--- config.mk ---
export PLATFORM = sky130hd
export DESIGN_NAME = regfile_arb_flat
export DESIGN_NICKNAME = d
export VERILOG_FILES = /design/src/rtl/regfile_arb_pkg.sv /design/src/rtl/regfile_arb_if.sv /design/src/rtl/regfile_arb_rr_pick2.sv /design/src/rtl/regfile_arb.sv /design/src/flat_wrapper.sv
export SDC_FILE = /design/constraint.sdc
export NUM_CORES = 1
export LEC_CHECK = 0
export ABC_CLOCK_PERIOD_IN_PS = 3900
export CAP_MARGIN = 40
export CORE_MARGIN = 8
export CORE_UTILIZATION = 40
export DETAILED_ROUTE_END_ITERATION = 10
export PLACE_DENSITY = 0.95
export SLEW_MARGIN = 25
export SYNTH_ARGS = -nofsm -noshare
export SYNTH_HDL_FRONTEND = slang
export SYNTH_SLANG_ARGS = --single-unit
--- constraint.sdc ---
create_clock -name clk -period 3.9 [get_ports clk]
set_clock_uncertainty 0.1 [all_clocks]
set_input_delay 0.78 -clock clk [delete_from_list [all_inputs] [get_ports clk]]
set_output_delay 0.78 -clock clk [all_outputs]
set_load 0.05 [all_outputs]
--- src/rtl/regfile_arb_pkg.sv ---
// Shared types and defaults for the register-file arbiter: word/address sizes,
// arbiter state encodings and the hold-counter helper.
package regfile_arb_pkg;

  localparam int ADDRSIZE     = 5;
  localparam int WORDSIZE     = 16;
  localparam int ARB_MAX_HOLD = 4;
  localparam int HOLD_W       = 4;

  localparam logic [HOLD_W-1:0] HOLD_SAT = 4'hF;

  typedef enum logic [1:0] {
    ARB_IDLE = 2'b00,
    ARB_OWN0 = 2'b01,
    ARB_OWN1 = 2'b10
  } arb_state_e;

  // Hold counter stops at its all-ones value instead of wrapping.
  function automatic logic [HOLD_W-1:0] hold_inc(input logic [HOLD_W-1:0] cnt);
    return (cnt == HOLD_SAT) ? cnt : cnt + 1'b1;
  endfunction

endpackage

--- src/rtl/regfile_arb_if.sv ---
// One requester channel into the arbiter: request fields from the master,
// grant and read-return back to it.
interface regfile_arb_if
  import regfile_arb_pkg::*;
#(
  parameter int ADDR_W = ADDRSIZE,
  parameter int WORD_W = WORDSIZE
) ();

  logic              req;
  logic              we;
  logic              lock;
  logic [ADDR_W-1:0] addr;
  logic [WORD_W-1:0] wdata;
  logic              gnt;
  logic              rvalid;
  logic [WORD_W-1:0] rdata;

  modport master (
    output req, we, lock, addr, wdata,
    input  gnt, rvalid, rdata
  );

  modport slave (
    input  req, we, lock, addr, wdata,
    output gnt, rvalid, rdata
  );

endinterface

--- src/rtl/regfile_arb_rr_pick2.sv ---
// Two-way round-robin picker with an optional current owner that keeps the
// resource while it still requests and its hold budget allows.
module rr_pick2 (
  input  logic [1:0] req,
  input  logic       last,
  input  logic       own_valid,
  input  logic       own_id,
  input  logic       hold_ok,
  output logic [1:0] gnt
);

  logic keep;
  logic last_eff;

  always_comb begin
    gnt      = 2'b00;
    keep     = own_valid && req[own_id] && (!req[!own_id] || hold_ok);
    // A preempted or idle owner counts as the most recent winner for the tie.
    last_eff = own_valid ? own_id : last;
    if (keep) begin
      gnt[own_id] = 1'b1;
    end else begin
      case (req)
        2'b01:   gnt = 2'b01;
        2'b10:   gnt = 2'b10;
        2'b11:   gnt = last_eff ? 2'b01 : 2'b10;
        default: gnt = 2'b00;
      endcase
    end
  end

endmodule

--- src/rtl/regfile_arb.sv ---
// Shares one single-port register file between two masters with round-robin
// priority, bounded locking and a one-cycle registered read return.
module regfile_arb
  import regfile_arb_pkg::*;
#(
  parameter int ADDR_W   = ADDRSIZE,
  parameter int WORD_W   = WORDSIZE,
  parameter int MAX_HOLD = ARB_MAX_HOLD
) (
  input  logic              clk,
  input  logic              rst,
  regfile_arb_if.slave      m0,
  regfile_arb_if.slave      m1,
  output logic              rf_we,
  output logic [ADDR_W-1:0] rf_addr,
  output logic [WORD_W-1:0] rf_din,
  input  logic [WORD_W-1:0] rf_dout
);

  localparam logic [HOLD_W-1:0] MAX_HOLD_C = HOLD_W'(MAX_HOLD);

  arb_state_e        state_q, state_d;
  logic              last_q, last_d;
  logic [HOLD_W-1:0] hold_q, hold_d;
  logic [1:0]        rvalid_q, rvalid_d;
  logic [WORD_W-1:0] rdata0_q, rdata0_d;
  logic [WORD_W-1:0] rdata1_q, rdata1_d;

  logic [1:0] pick_gnt;
  logic [1:0] gnt;
  logic       win;
  logic       win_lock;
  arb_state_e own_state;

  rr_pick2 u_pick (
    .req       ({m1.req, m0.req}),
    .last      (last_q),
    .own_valid (state_q != ARB_IDLE),
    .own_id    (state_q == ARB_OWN1),
    .hold_ok   (hold_q < MAX_HOLD_C),
    .gnt       (pick_gnt)
  );

  // Grants and the regfile port are held quiet for the whole reset interval.
  assign gnt = pick_gnt & {2{rst}};

  assign m0.gnt    = gnt[0];
  assign m1.gnt    = gnt[1];
  assign m0.rvalid = rvalid_q[0];
  assign m1.rvalid = rvalid_q[1];
  assign m0.rdata  = rdata0_q;
  assign m1.rdata  = rdata1_q;

  always_comb begin
    rf_we   = 1'b0;
    rf_addr = '0;
    rf_din  = '0;
    if (gnt[0]) begin
      rf_we   = m0.we;
      rf_addr = m0.addr;
      rf_din  = m0.wdata;
    end else if (gnt[1]) begin
      rf_we   = m1.we;
      rf_addr = m1.addr;
      rf_din  = m1.wdata;
    end
  end

  always_comb begin
    state_d   = ARB_IDLE;
    last_d    = last_q;
    hold_d    = '0;
    rvalid_d  = 2'b00;
    rdata0_d  = rdata0_q;
    rdata1_d  = rdata1_q;
    win       = gnt[1];
    win_lock  = gnt[1] ? m1.lock : m0.lock;
    own_state = gnt[1] ? ARB_OWN1 : ARB_OWN0;

    if (gnt != 2'b00) begin
      last_d = win;
      if (win_lock) begin
        state_d = own_state;
        hold_d  = (state_q == own_state) ? hold_inc(hold_q) : HOLD_W'(1);
      end
    end

    // Reads sample the regfile output at the end of the grant cycle.
    if (gnt[0] && !m0.we) begin
      rvalid_d[0] = 1'b1;
      rdata0_d    = rf_dout;
    end
    if (gnt[1] && !m1.we) begin
      rvalid_d[1] = 1'b1;
      rdata1_d    = rf_dout;
    end
  end

  always_ff @(posedge clk or negedge rst) begin
    if (!rst) begin
      state_q  <= ARB_IDLE;
      last_q   <= 1'b1;
      hold_q   <= '0;
      rvalid_q <= 2'b00;
      rdata0_q <= '0;
      rdata1_q <= '0;
    end else begin
      state_q  <= state_d;
      last_q   <= last_d;
      hold_q   <= hold_d;
      rvalid_q <= rvalid_d;
      rdata0_q <= rdata0_d;
      rdata1_q <= rdata1_d;
    end
  end

endmodule

--- src/flat_wrapper.sv ---
// flat-port wrapper written by rule: the top's interface ports become plain ports
module regfile_arb_flat import regfile_arb_pkg::*;
#(
  parameter int ADDR_W   = ADDRSIZE,
  parameter int WORD_W   = WORDSIZE,
  parameter int MAX_HOLD = ARB_MAX_HOLD
)
  (clk, rst, rf_we, rf_addr, rf_din, rf_dout, m0_req, m0_we, m0_lock, m0_addr, m0_wdata, m0_gnt, m0_rvalid, m0_rdata, m1_req, m1_we, m1_lock, m1_addr, m1_wdata, m1_gnt, m1_rvalid, m1_rdata);
  regfile_arb_if #(.ADDR_W(ADDR_W), .WORD_W(WORD_W)) m0_i ();
  regfile_arb_if #(.ADDR_W(ADDR_W), .WORD_W(WORD_W)) m1_i ();
  input  logic clk;
  input  logic rst;
  output logic rf_we;
  output logic [ADDR_W-1:0] rf_addr;
  output logic [WORD_W-1:0] rf_din;
  input  logic [WORD_W-1:0] rf_dout;
  input wire logic [$bits(m0_i.req)-1:0] m0_req;
  input wire logic [$bits(m0_i.we)-1:0] m0_we;
  input wire logic [$bits(m0_i.lock)-1:0] m0_lock;
  input wire logic [$bits(m0_i.addr)-1:0] m0_addr;
  input wire logic [$bits(m0_i.wdata)-1:0] m0_wdata;
  output wire logic [$bits(m0_i.gnt)-1:0] m0_gnt;
  output wire logic [$bits(m0_i.rvalid)-1:0] m0_rvalid;
  output wire logic [$bits(m0_i.rdata)-1:0] m0_rdata;
  input wire logic [$bits(m1_i.req)-1:0] m1_req;
  input wire logic [$bits(m1_i.we)-1:0] m1_we;
  input wire logic [$bits(m1_i.lock)-1:0] m1_lock;
  input wire logic [$bits(m1_i.addr)-1:0] m1_addr;
  input wire logic [$bits(m1_i.wdata)-1:0] m1_wdata;
  output wire logic [$bits(m1_i.gnt)-1:0] m1_gnt;
  output wire logic [$bits(m1_i.rvalid)-1:0] m1_rvalid;
  output wire logic [$bits(m1_i.rdata)-1:0] m1_rdata;
  assign m0_i.req = m0_req;
  assign m0_i.we = m0_we;
  assign m0_i.lock = m0_lock;
  assign m0_i.addr = m0_addr;
  assign m0_i.wdata = m0_wdata;
  assign m0_gnt = m0_i.gnt;
  assign m0_rvalid = m0_i.rvalid;
  assign m0_rdata = m0_i.rdata;
  assign m1_i.req = m1_req;
  assign m1_i.we = m1_we;
  assign m1_i.lock = m1_lock;
  assign m1_i.addr = m1_addr;
  assign m1_i.wdata = m1_wdata;
  assign m1_gnt = m1_i.gnt;
  assign m1_rvalid = m1_i.rvalid;
  assign m1_rdata = m1_i.rdata;
  regfile_arb #(.ADDR_W(ADDR_W), .WORD_W(WORD_W), .MAX_HOLD(MAX_HOLD)) u_core (.clk(clk), .rst(rst), .m0(m0_i), .m1(m1_i), .rf_we(rf_we), .rf_addr(rf_addr), .rf_din(rf_din), .rf_dout(rf_dout));
endmodule
Word level (Yosys, flattened, before mapping). Index checks and enable logic that the tools add are counted. Widths: inputs -> output; s select.

Register bits: 41. Word-level logic and storage cells: 57. Output and inout bits: 58.

Reduce and logical (&&, ||, !) cells: 12. Magnitude comparators: 4. Bitwise gates (word level): 1. $add $sub $neg: 1. Eq/ne operators: 7. Mux-type cells: 26.

Operators by type and width (count): $mux 16 (2); $mux 4 (4); $mux 1 (11); $mux 2 (5); $mux 5 (2); $eq 2x2->1 const B (3); $pmux 2 s3 (1); $logic_and 1x1->1 (5); $add 4x1->4 const B (1); $eq 4x4->1 const B (1); $logic_not 1->1 (4); $lt 1x2->1 const B (2); $lt 4x3->1 const B (1); $ne 4x4->1 const B (1); $reduce_bool 2->1 (2); $and 2x2->2 (1); $eq 2x1->1 const B (1); $eq 2x2->1 (1); $demux 1 s1 (1); $ge 1x1->1 const B (1); $logic_or 1x1->1 (1).

Longest topological paths before layout.
Depth in word-level cells: 14. Mapped depth: 7. Mapped depth without buffers: 6.

Cells and area by module. Synthesis repeated with hierarchy kept, for this count alone.

Cells, all modules: 143. Area, all modules: 1930.6 µm².

Modules (own cells, without submodules): regfile_arb (times used 1, cells each 136, area an instance 1880.6 µm²); rr_pick2 (times used 1, cells each 7, area an instance 50.0 µm²).

Worst setup path before layout. No wires, ideal clock.

Kind: input port to output port. From: input port m1_req. To: output port rf_din[10]. Stages on the path: 6. Data arrival time: 2.521 ns. Path buffers: 1. Data required time: 3.020 ns. Setup slack: 0.499 ns. Path through: o21ai_1 > and3_2 > a21oi_2 > nor2_1 > clkbuf_1 > a22o_1.

RTL lines: start, declared (line flat_wrapper.sv:25) `input wire logic [$bits(m1_i.req)-1:0] m1_req;`; $mux 1 (not written as such) (2 in series) (line regfile_arb_rr_pick2.sv:17) `keep = own_valid && req[own_id] && (!req[!own_id] || hold_ok);`; $logic_not 1->1 (line regfile_arb_rr_pick2.sv:17); $logic_or 1x1->1 (line regfile_arb_rr_pick2.sv:17); $logic_and 1x1->1 (line regfile_arb_rr_pick2.sv:17); $mux 2 * (line regfile_arb_rr_pick2.sv:20) `if (keep) begin`; $and 2x2->2 * (line regfile_arb.sv:45) `assign gnt = pick_gnt & {2{rst}};`; named net m0_gnt (line flat_wrapper.sv:22) `output wire logic [$bits(m0_i.gnt)-1:0] m0_gnt;`; $mux 16 * (line regfile_arb.sv:58) `if (gnt[0]) begin`; end, declared (line flat_wrapper.sv:15) `output logic [WORD_W-1:0] rf_din;`.

Mark *: on every way through the listed nets, which the timed path passes. The rest lies on a longest branch. The select of a mux whose other input is x is not followed.

Final worst setup path.
From: input port m1_req. To: output port rf_din[1].

Cells in the longest elaborated chain, start to end: 9.

Ends and longest elaborated chain: $mux 1 (not written as such) (2 in series) (line regfile_arb_rr_pick2.sv:17); $logic_not 1->1 (line regfile_arb_rr_pick2.sv:17); $logic_or 1x1->1 (line regfile_arb_rr_pick2.sv:17); $logic_and 1x1->1 (line regfile_arb_rr_pick2.sv:17); $mux 2 * (line regfile_arb_rr_pick2.sv:20); $and 2x2->2 * (line regfile_arb.sv:45); $mux 16 (line regfile_arb.sv:62) `end else if (gnt[1]) begin`; $mux 16 * (line regfile_arb.sv:58).

Every way passes the cells marked *; elsewhere a longest branch is shown, timed or not. The select of a mux whose other input is x is not followed.

==> impl_metrics.ini <==
[outcome]
status = finished clean

[timing]
report.final.hold_viol_count = 0
hold_ws_ns = 0.258
period_share_pct = 92.1
final-setup-viol-count = 0
fin_crit_ns = 3.59
rsz0062_at_grt = false
worst_pin_slew_ns = 0.544
report.final.slew_viol_count = 0
fin_tns_setup_ns = 0
fmax_mhz = 278
slew_headroom_pct = 63.6
final.setup.worst_slack_ns = 0.307

[worst_setup_path]
worstSetupStartpointType = primary input
endpoint_kind = output pin
crit_slowest_cell = clkdlybuf4s50_1
rr_worst_depth = 6
reg2reg_to = u_core.m0.rdata[11]
crit_arrival_ns = 2.71
max_stage_delay_ns = 0.58
r2r_slack_ns = 1.54
cp_common_cell = o21ai_1
path_cells = clkdlybuf4s50_1 -> o21ai_1 -> and3_2 -> o21ai_1 -> and2_1 -> buf_4 -> a22o_1 -> buf_12
worstPathMaxFanout = 23
crit_type = in2out
cp_data_required_time_ns = 3.02
timing.rr.start = u_core.hold_q[2]

[global_routing]
antenna_found_initial = 0
grt_pass1_wl_mm = 11.0
track_usage_pct = 19.2
grt_pass1_vias = 2006
overflow = 0
grt_max_degree = 34

[placement]
routabilityCongestion = 0.833
placed_area_um2 = 3520
post-place-ws_ns = 0.335
hpwlAfterDp_mm = 5.79
port_buffers = 123

[finish]
final_area_um2 = 3610
drive_above_1_share_pct = 24.8
ff_latch_area_um2 = 1030
fin_util_pct = 75.9
area_delta_synth_final_pct = 81.6
diodes = 0
multiInputGateArea_um2 = 886
finalNetCount = 344
n_fill_cell = 324

[drt]
wl_mm = 7.06
via_per_inst = 5.05
drt_iter0_drc = 61
remaining_drc_errors = 0
postRouteAntennaNets = 0
drt_pass1_iterations = 4
vias = 1742
wl_per_cell_um = 20.5

[die]
core-area_um2 = 4750
die_y_um = 86.5
num_io_pins = 124
initial_core_util_pct = 41.8
die_x_um = 86.5
fp-row-count = 25
dieArea_um2 = 7480

[synth]
synth_area_per_cell_um2 = 13.3
synth_cell_types = 42
synthFlopType = dfrtp_1
netlist_instances = 150
synth_seq_cells = 41
synth_top_area_share_pct = 50.3
netlist_top_cells_area = dfrtp_1, a22o_1, mux2_4
synthesis.nets = 217
ys_async_sr_fraction_pct = 100
ys_warn_count = 0
syn_area_um2 = 1990
yosysSeqAreaShare_pct = 51.7
synth-edff-count = 0
yosysMostFrequentCell = dfrtp_1
yosys.area.top_type = dfrtp_1
synth_common_cells = dfrtp_1, a22o_1, mux2_2, mux2_1, mux2_4

[run]
maxCapViolations = 0

[clocking]
cts_resized = 0
clkSinkCount = 41
clockBufferDepth = 2
root_buffer = clkbuf_8
cts_hold_buffers = 0
clk_latency_ns = 0.29
cts_made_buffers = 5
postCtsSetupBuffers = 0
clk_pin_slew_ns = 0.08
cts_tree = done
htreeDepth = 2

[power_and_ir_drop]
p_leak_nw = 1.54
p_per_area_nw_per_um2 = 526
peakVddDrop_uv = 459

[hold_path]
hp-class = in2async
[final cells by class]
type                       instances  share of cell area (%)
timing repair buffer             128                    41.7
clock inverter                     3                   0.589
inverter                           5                   0.520
clock buffer                       5                    1.91
multi-input combinational         96                    24.5
tap                               67                    2.32
sequential                        41                    28.5
[how the worst max path moves through the flow]
stage / end / slack [ns] / startpoint
6_report: rf_din[1] / 0.31 / m1_req
5_1_grt: rf_din[1] / 0.16 / m1_req
3_3_place_gp: rf_din[1] / 0.39 / m1_req
4_1_cts: rf_din[8] / 0.33 / m1_req
2_1_floorplan: rf_din[10] / 0.50 / m1_req
3_5_place_dp: rf_din[8] / 0.33 / m1_req
[layer usage]
layer	up-vias	wire [um]	track usage (%)	part of all wire, %
li1	806	-	-	-
met1	878	2600	21.0	37
met2	46	3980	34.7	56
met3	12	331	5.01	4.7
met4	0	148	6.73	2.1
met5	-	0	0	0
[metrics by stage]
step	power [mW]	std cells
2_1_floorplan	1.18	150
3_3_place_gp	1.60	337
3_5_place_dp	1.63	337
4_1_cts	1.92	345
5_1_grt	1.97	345
6_report	1.90	345
[where the power goes]
part / total, mW / switching, mW / internal, mW
clock: 0.282 / 0.155 / 0.127
sequential: 0.588 / 0.0596 / 0.528
combinational: 1.03 / 0.607 / 0.421
total: 1.90 / 0.821 / 1.08
[cells in the final DEF, fill, tap and decap left out, types with 3 or more instances in the layout]
master           synthesis  final
clkbuf_8                 0      5
mux2i_1                  3      3
a22o_1                  22     22
mux2_2                  12     12
buf_12                   0     24
nor2_1                   3      3
o21ai_0                  3      3
o21ai_1                  3      3
mux2_4                  10     10
dfrtp_1                 40     40
clkdlybuf4s50_1          0     98
mux2_1                  10     10
nand2_1                  3      3
buf_4                    1      5
inv_1                    4      4
[cell families (layout without fill, tap and decap cells)]
| group | Yosys count | after routing | share of synthesized area (%) |
|---|---|---|---|
| AO/OA/AOI/OAI | 39 | 39 | 16.1 |
| XOR/XNOR | 1 | 1 | 0.441 |
| adder cells (fa/ha/maj) | 1 | 1 | 0.629 |
| buffers and inverters | 13 | 141 | 3.78 |
| flip-flops | 41 | 41 | 51.7 |
| multiplexers | 35 | 35 | 21.5 |
| AND/OR/NAND/NOR | 20 | 20 | 5.85 |
[registers in the layout (all words and copies together) (netlist names)]
register         count
u_core.m1.rdata     16
u_core.m0.rdata     16
u_core.last_q        1
u_core.rvalid_q      2
u_core.hold_q        4
u_core.state_q       2
[worst max-delay path, delay by kind of cell]
family	cells	cell delay, ns
buf+inv	3	0.98
compound gates	3	0.54
simple gates	2	0.40
(Power assumes the default switching activity.)
==> edit 1 (same settings) <==
Change the package constant `ADDRSIZE` from 5 to 10.
--- a/src/rtl/regfile_arb_pkg.sv
+++ b/src/rtl/regfile_arb_pkg.sv
@@ -2,7 +2,7 @@
 // arbiter state encodings and the hold-counter helper.
 package regfile_arb_pkg;
 
-  localparam int ADDRSIZE     = 5;
+  localparam int ADDRSIZE     = 10;
   localparam int WORDSIZE     = 16;
   localparam int ARB_MAX_HOLD = 4;
   localparam int HOLD_W       = 4;
Ports: changed (resized m0_addr, m1_addr and rf_addr); port bits go from 124 to 139. No check against the original RTL was run, so the function may have changed too.
==> edit 1 against the unedited design <==
- area after synthesis rose by 2.5%
- via count rose by 8.4%
- worst setup slack got worse by 0.14 ns
- synthesized cell count rose by 3.3%
- wire length rose by 12%
- final area rose by 7.3%
- non-clock buffer count rose by 14
- combinational power rose by 6%
- sequential cell count did not move
- maximum frequency fell by 3.8%
- power rose by 4.8%
- critical endpoint is now rf_din[5]
- largest cell class unchanged
- highest routed layer unchanged
==> edit 1: results (changes against the unedited design) <==
sequential area share after synthesis=50.4% (-1.2 points); met2 WL=4.50 mm (+13%); Starting DRT DRC Count=144 (+140%); peak fanout along the critical path=28 (+22%); worst reg2reg startpoint=u_core.state_q[1]$_DFF_PN0_; met1 Resource Use GR=20.1% (-0.93 points); vias in the first global route=2037 (+1.5%); fin nets=373 (+8.4%); placed cell count=359 (+6.5%); slowest stage delay, CP=0.56 ns (-0.02 ns); internal reg-to-reg setup slack=1.61 ns (+0.07 ns); outcome=completed; Leak=1.65 nW (+7.0%); WL final=7.89 mm (+12%); met2 GRT Util=37.6% (+3.0 points); Vias/cell=5.14 (+1.9%); largest net degree at the start of global routing=46 (+35%); DR top layer=met4; filler cell count=321 (-0.93%); input/output buffers=138 (+12%); first-pass GRT wire length=11.5 mm (+5.1%); worst min path class=reg -> reg; relative slew slack=64.3% (+0.69 points); Seq pwr share=29.5% (-1.5 points); routed via count=1888 (+8.4%); worst reg2reg path endpoint=u_core.m1.rdata[5]$_DFFE_PN0P_; routability cong.=0.909 (+9.2%); sw frac=42.2% (-1.1 points); Met1 Routed Length=2.71 mm (+4.0%); clock network power=0.310 mW (+9.9%); Commonest cells post-synth=40 x dfrtp_1, 27 x a22o_1, 22 x mux2_2; Total GRT Usage=20.0% (+0.83 points); pre-CTS WS=0.186 ns (-0.149 ns); Post-Syn Instances=155 (+3.3%); grt met3 use=6.32% (+1.3 points); largest cells by area after synthesis=dfrtp_1 49%, mux2_2 12%, a22o_1 12%, mux2_4 7.4%, mux2i_1 1.5%; Syn Nets=232 (+6.9%); maximum vdd drop=497 uV (+8.2%)
==> edit 1: cell types whose count changed after synthesis, sizes merged <==
| cell | delta |
|---|---|
| a22o | +5 |
| nand2b | -1 |
| or2b | +1 |
==> edit 1: logic make-up after synthesis <==
logic type                 Yosys count  synth area share (%)
AOI/OAI and AO/OA                   44                  17.3
xor gates and xnor gates             1                 0.430
adders and majority gates            1                 0.614
buffers and inverters               13                  4.36
DFF                                 41                  50.4
muxes                               35                  21.0
and+or+nand+nor                     20                  5.84
==> edit 1: how the worst max path moves through the flow <==
stage	startpoint	end	slack, ns	cells past startpoint
2_1_floorplan	m1_req	rf_din[10]	0.44	6
3_3_place_gp	m1_req	rf_addr[8]	0.02	7
3_5_place_dp	m1_req	rf_addr[8]	0.19	8
4_1_cts	m1_req	rf_addr[8]	0.18	8
5_1_grt	m1_req	rf_addr[8]	0.04	8
6_report	m1_req	rf_din[5]	0.17	8
==> edit 1: layout make-up <==
type                            count  area share (%)
Timing Repair Buffer              142            44.2
Clock inverter                      1           0.226
Sequential cell                    41            26.5
Multi-Input combinational cell    101            23.8
Tap cell                           70            2.26
Inverter                            5           0.485
Clock buffer                        7            2.49
==> edit 1: per-stage QoR <==
stage / power (mW) / instance area, um2 / hold WS [ns]
CTS: 2.00 / 3870 / 0.413
floorplan: 1.21 / 2040 / 0.384
global route: 2.06 / 3870 / 0.430
finish: 1.99 / 3870 / 0.409
detailed placement: 1.69 / 3770 / 0.392
global placement: 1.66 / 3760 / 0.387
==> edit 1: worst max-delay path, delay by kind of cell <==
kind	cells	cell delay (ns)
buf+inv	3	0.91
compound gates	3	0.65
simple gates	2	0.51
==> edit 2 (same settings) <==
Without the edit above. Encoding of `arb_state_e`: now one-hot (3 bits for 3 states).
--- a/src/rtl/regfile_arb_pkg.sv
+++ b/src/rtl/regfile_arb_pkg.sv
@@ -9,10 +9,10 @@
 
   localparam logic [HOLD_W-1:0] HOLD_SAT = 4'hF;
 
-  typedef enum logic [1:0] {
-    ARB_IDLE = 2'b00,
-    ARB_OWN0 = 2'b01,
-    ARB_OWN1 = 2'b10
+  typedef enum logic [2:0] {
+    ARB_IDLE = 3'b001,
+    ARB_OWN0 = 3'b010,
+    ARB_OWN1 = 3'b100
   } arb_state_e;
 
   // Hold counter stops at its all-ones value instead of wrapping.
Function: same outputs for any inputs over 10 cycles, from zero or initial values and one cycle with rst low; not proved beyond that.
==> edit 2 against the unedited design <==
- global-route usage shrank 0.99 points
- final area grew 6.0%
- area after synthesis grew 7.0%
- combinational power grew 46%
- critical path type unchanged
- count of clock-buffer cells in the layout grew 1
- non-clock buffer count is the same
- synthesized cell count grew 6.0%
- wire length grew 4.9%
- first-iteration DRC count shrank 11%
- core utilization shrank 1.0 points
- power grew 37%
- sequential cell count grew 1
- worst setup slack lost 0.21 ns
==> edit 2: results (changes against the unedited design) <==
share of cells above drive strength 1=26.5% (+1.7 points); first-pass GRT wire length=10.9 mm (-0.76%); peak fanout along the critical path=24 (+4.3%); adder-cell share of the synthesized area=0.588% (-0.041 points); pre-CTS WS=0.0439 ns (-0.291 ns); routability cong.=0.846 (+1.6%); Vias/cell=5.04 (-0.20%); Power, Total=2.59 mW (+37%); sequential area share after synthesis=49.5% (-2.1 points); Syn Nets=226 (+4.1%); count of different cell masters after synthesis=43 (+2.4%); seq pwr=0.670 mW (+14%); vias in the first global route=1993 (-0.65%); Commonest cells post-synth=40 x dfrtp_1, 22 x a22o_1, 18 x mux2_4; largest net degree at the start of global routing=44 (+29%); WL final=7.41 mm (+4.9%); Post-DP Area=0.00365 mm2 (+3.7%); Post-Synth XOR/XNOR Area=0.412% (-0.029 points); post-synthesis compound-gate area fraction=16.9% (+0.83 points); Total GRT Usage=18.2% (-0.99 points); largest cells by area after synthesis=dfrtp_1 47%, mux2_4 13%, a22o_1 9.1%, mux2_2 4.2%, mux2_1 3.7%; outcome=completed; internal power=1.48 mW (+37%); iteration count of the initial detailed-routing pass=4 (unchanged); slowest stage delay, CP=0.50 ns (-0.08 ns); filler cell count=331 (+2.2%); clock network power=0.418 mW (+48%); maximum vdd drop=513 uV (+12%); post-synthesis mux area share=21.1% (-0.41 points); fin nets=353 (+2.6%); Remaining DRCs=0 (unchanged); Detailed Place HPWL=5.91 mm (+2.1%); total CTS buffers=5 (unchanged); relative slew slack=54.4% (-9.2 points); Starting DRT DRC Count=54 (-11%); Leak=1.66 nW (+7.7%)
## edit 2: worst reg2reg max path: cells and delay by family (launching register included)
| family | cells | cell delay [ns] |
|---|---|---|
| and+or+nand+nor | 1 | 0.37 |
| AOI/OAI and AO/OA | 3 | 0.99 |
| DFF | 1 | 0.47 |
| muxes | 1 | 0.42 |
## edit 2: per-layer routing
metal  global-route usage, %  part of all wire, %
met4                    4.30                  1.1
met2                    34.4                   59
met1                    19.6                   36
met3                    4.50                  3.6
met5                       0                    0
## edit 2: final timing paths
kind / cells past startpoint / start / endpoint / slack [ns]
min reg2reg: 1 / u_core.m1.rdata[0]$_DFFE_PN0P_ / u_core.m1.rdata[0]$_DFFE_PN0P_ / 0.40
max: 8 / m1_req / rf_din[15] / 0.1
max in group asynchronous: 2 / rst / u_core.state_q[0]$_DFF_PN1_ / 2.79
max reg2reg: 5 / u_core.state_q[1]$_DFF_PN0_ / u_core.m0.rdata[6]$_DFFE_PN0P_ / 1.43
min: 1 / rst / u_core.last_q$_DFFE_PN1N_ / 0.38
min in group clk: 1 / u_core.m1.rdata[0]$_DFFE_PN0P_ / u_core.m1.rdata[0]$_DFFE_PN0P_ / 0.40
## edit 2: through the flow
stage	util [%]	TNS [ns]	instances
floorplan	-	0	159
global placement	71.5	0	349
CTS	74.3	0	357
detailed placement	71.5	0	349
global route	74.9	-0.0145	357
finish	74.9	0	357
## edit 2: final cells by class
cell class	instances	area [um2]	share of cell area, %
repair buffers	128	1500	39.3
flip-flops and latches	42	1050	27.5
multi-input cells	102	1010	26.4
well taps	70	87.6	2.29
clock buffers	6	82.6	2.16
clock inverters	2	60.1	1.57
inverters	7	28.8	0.752
## edit 2: repair_timing
action                                  in CTS  in global routing
hold buffers                                 0                  0
gates resized for setup                      0                  7
endpoints found under the hold margin        0                  0
endpoints found under the setup margin       0                 22
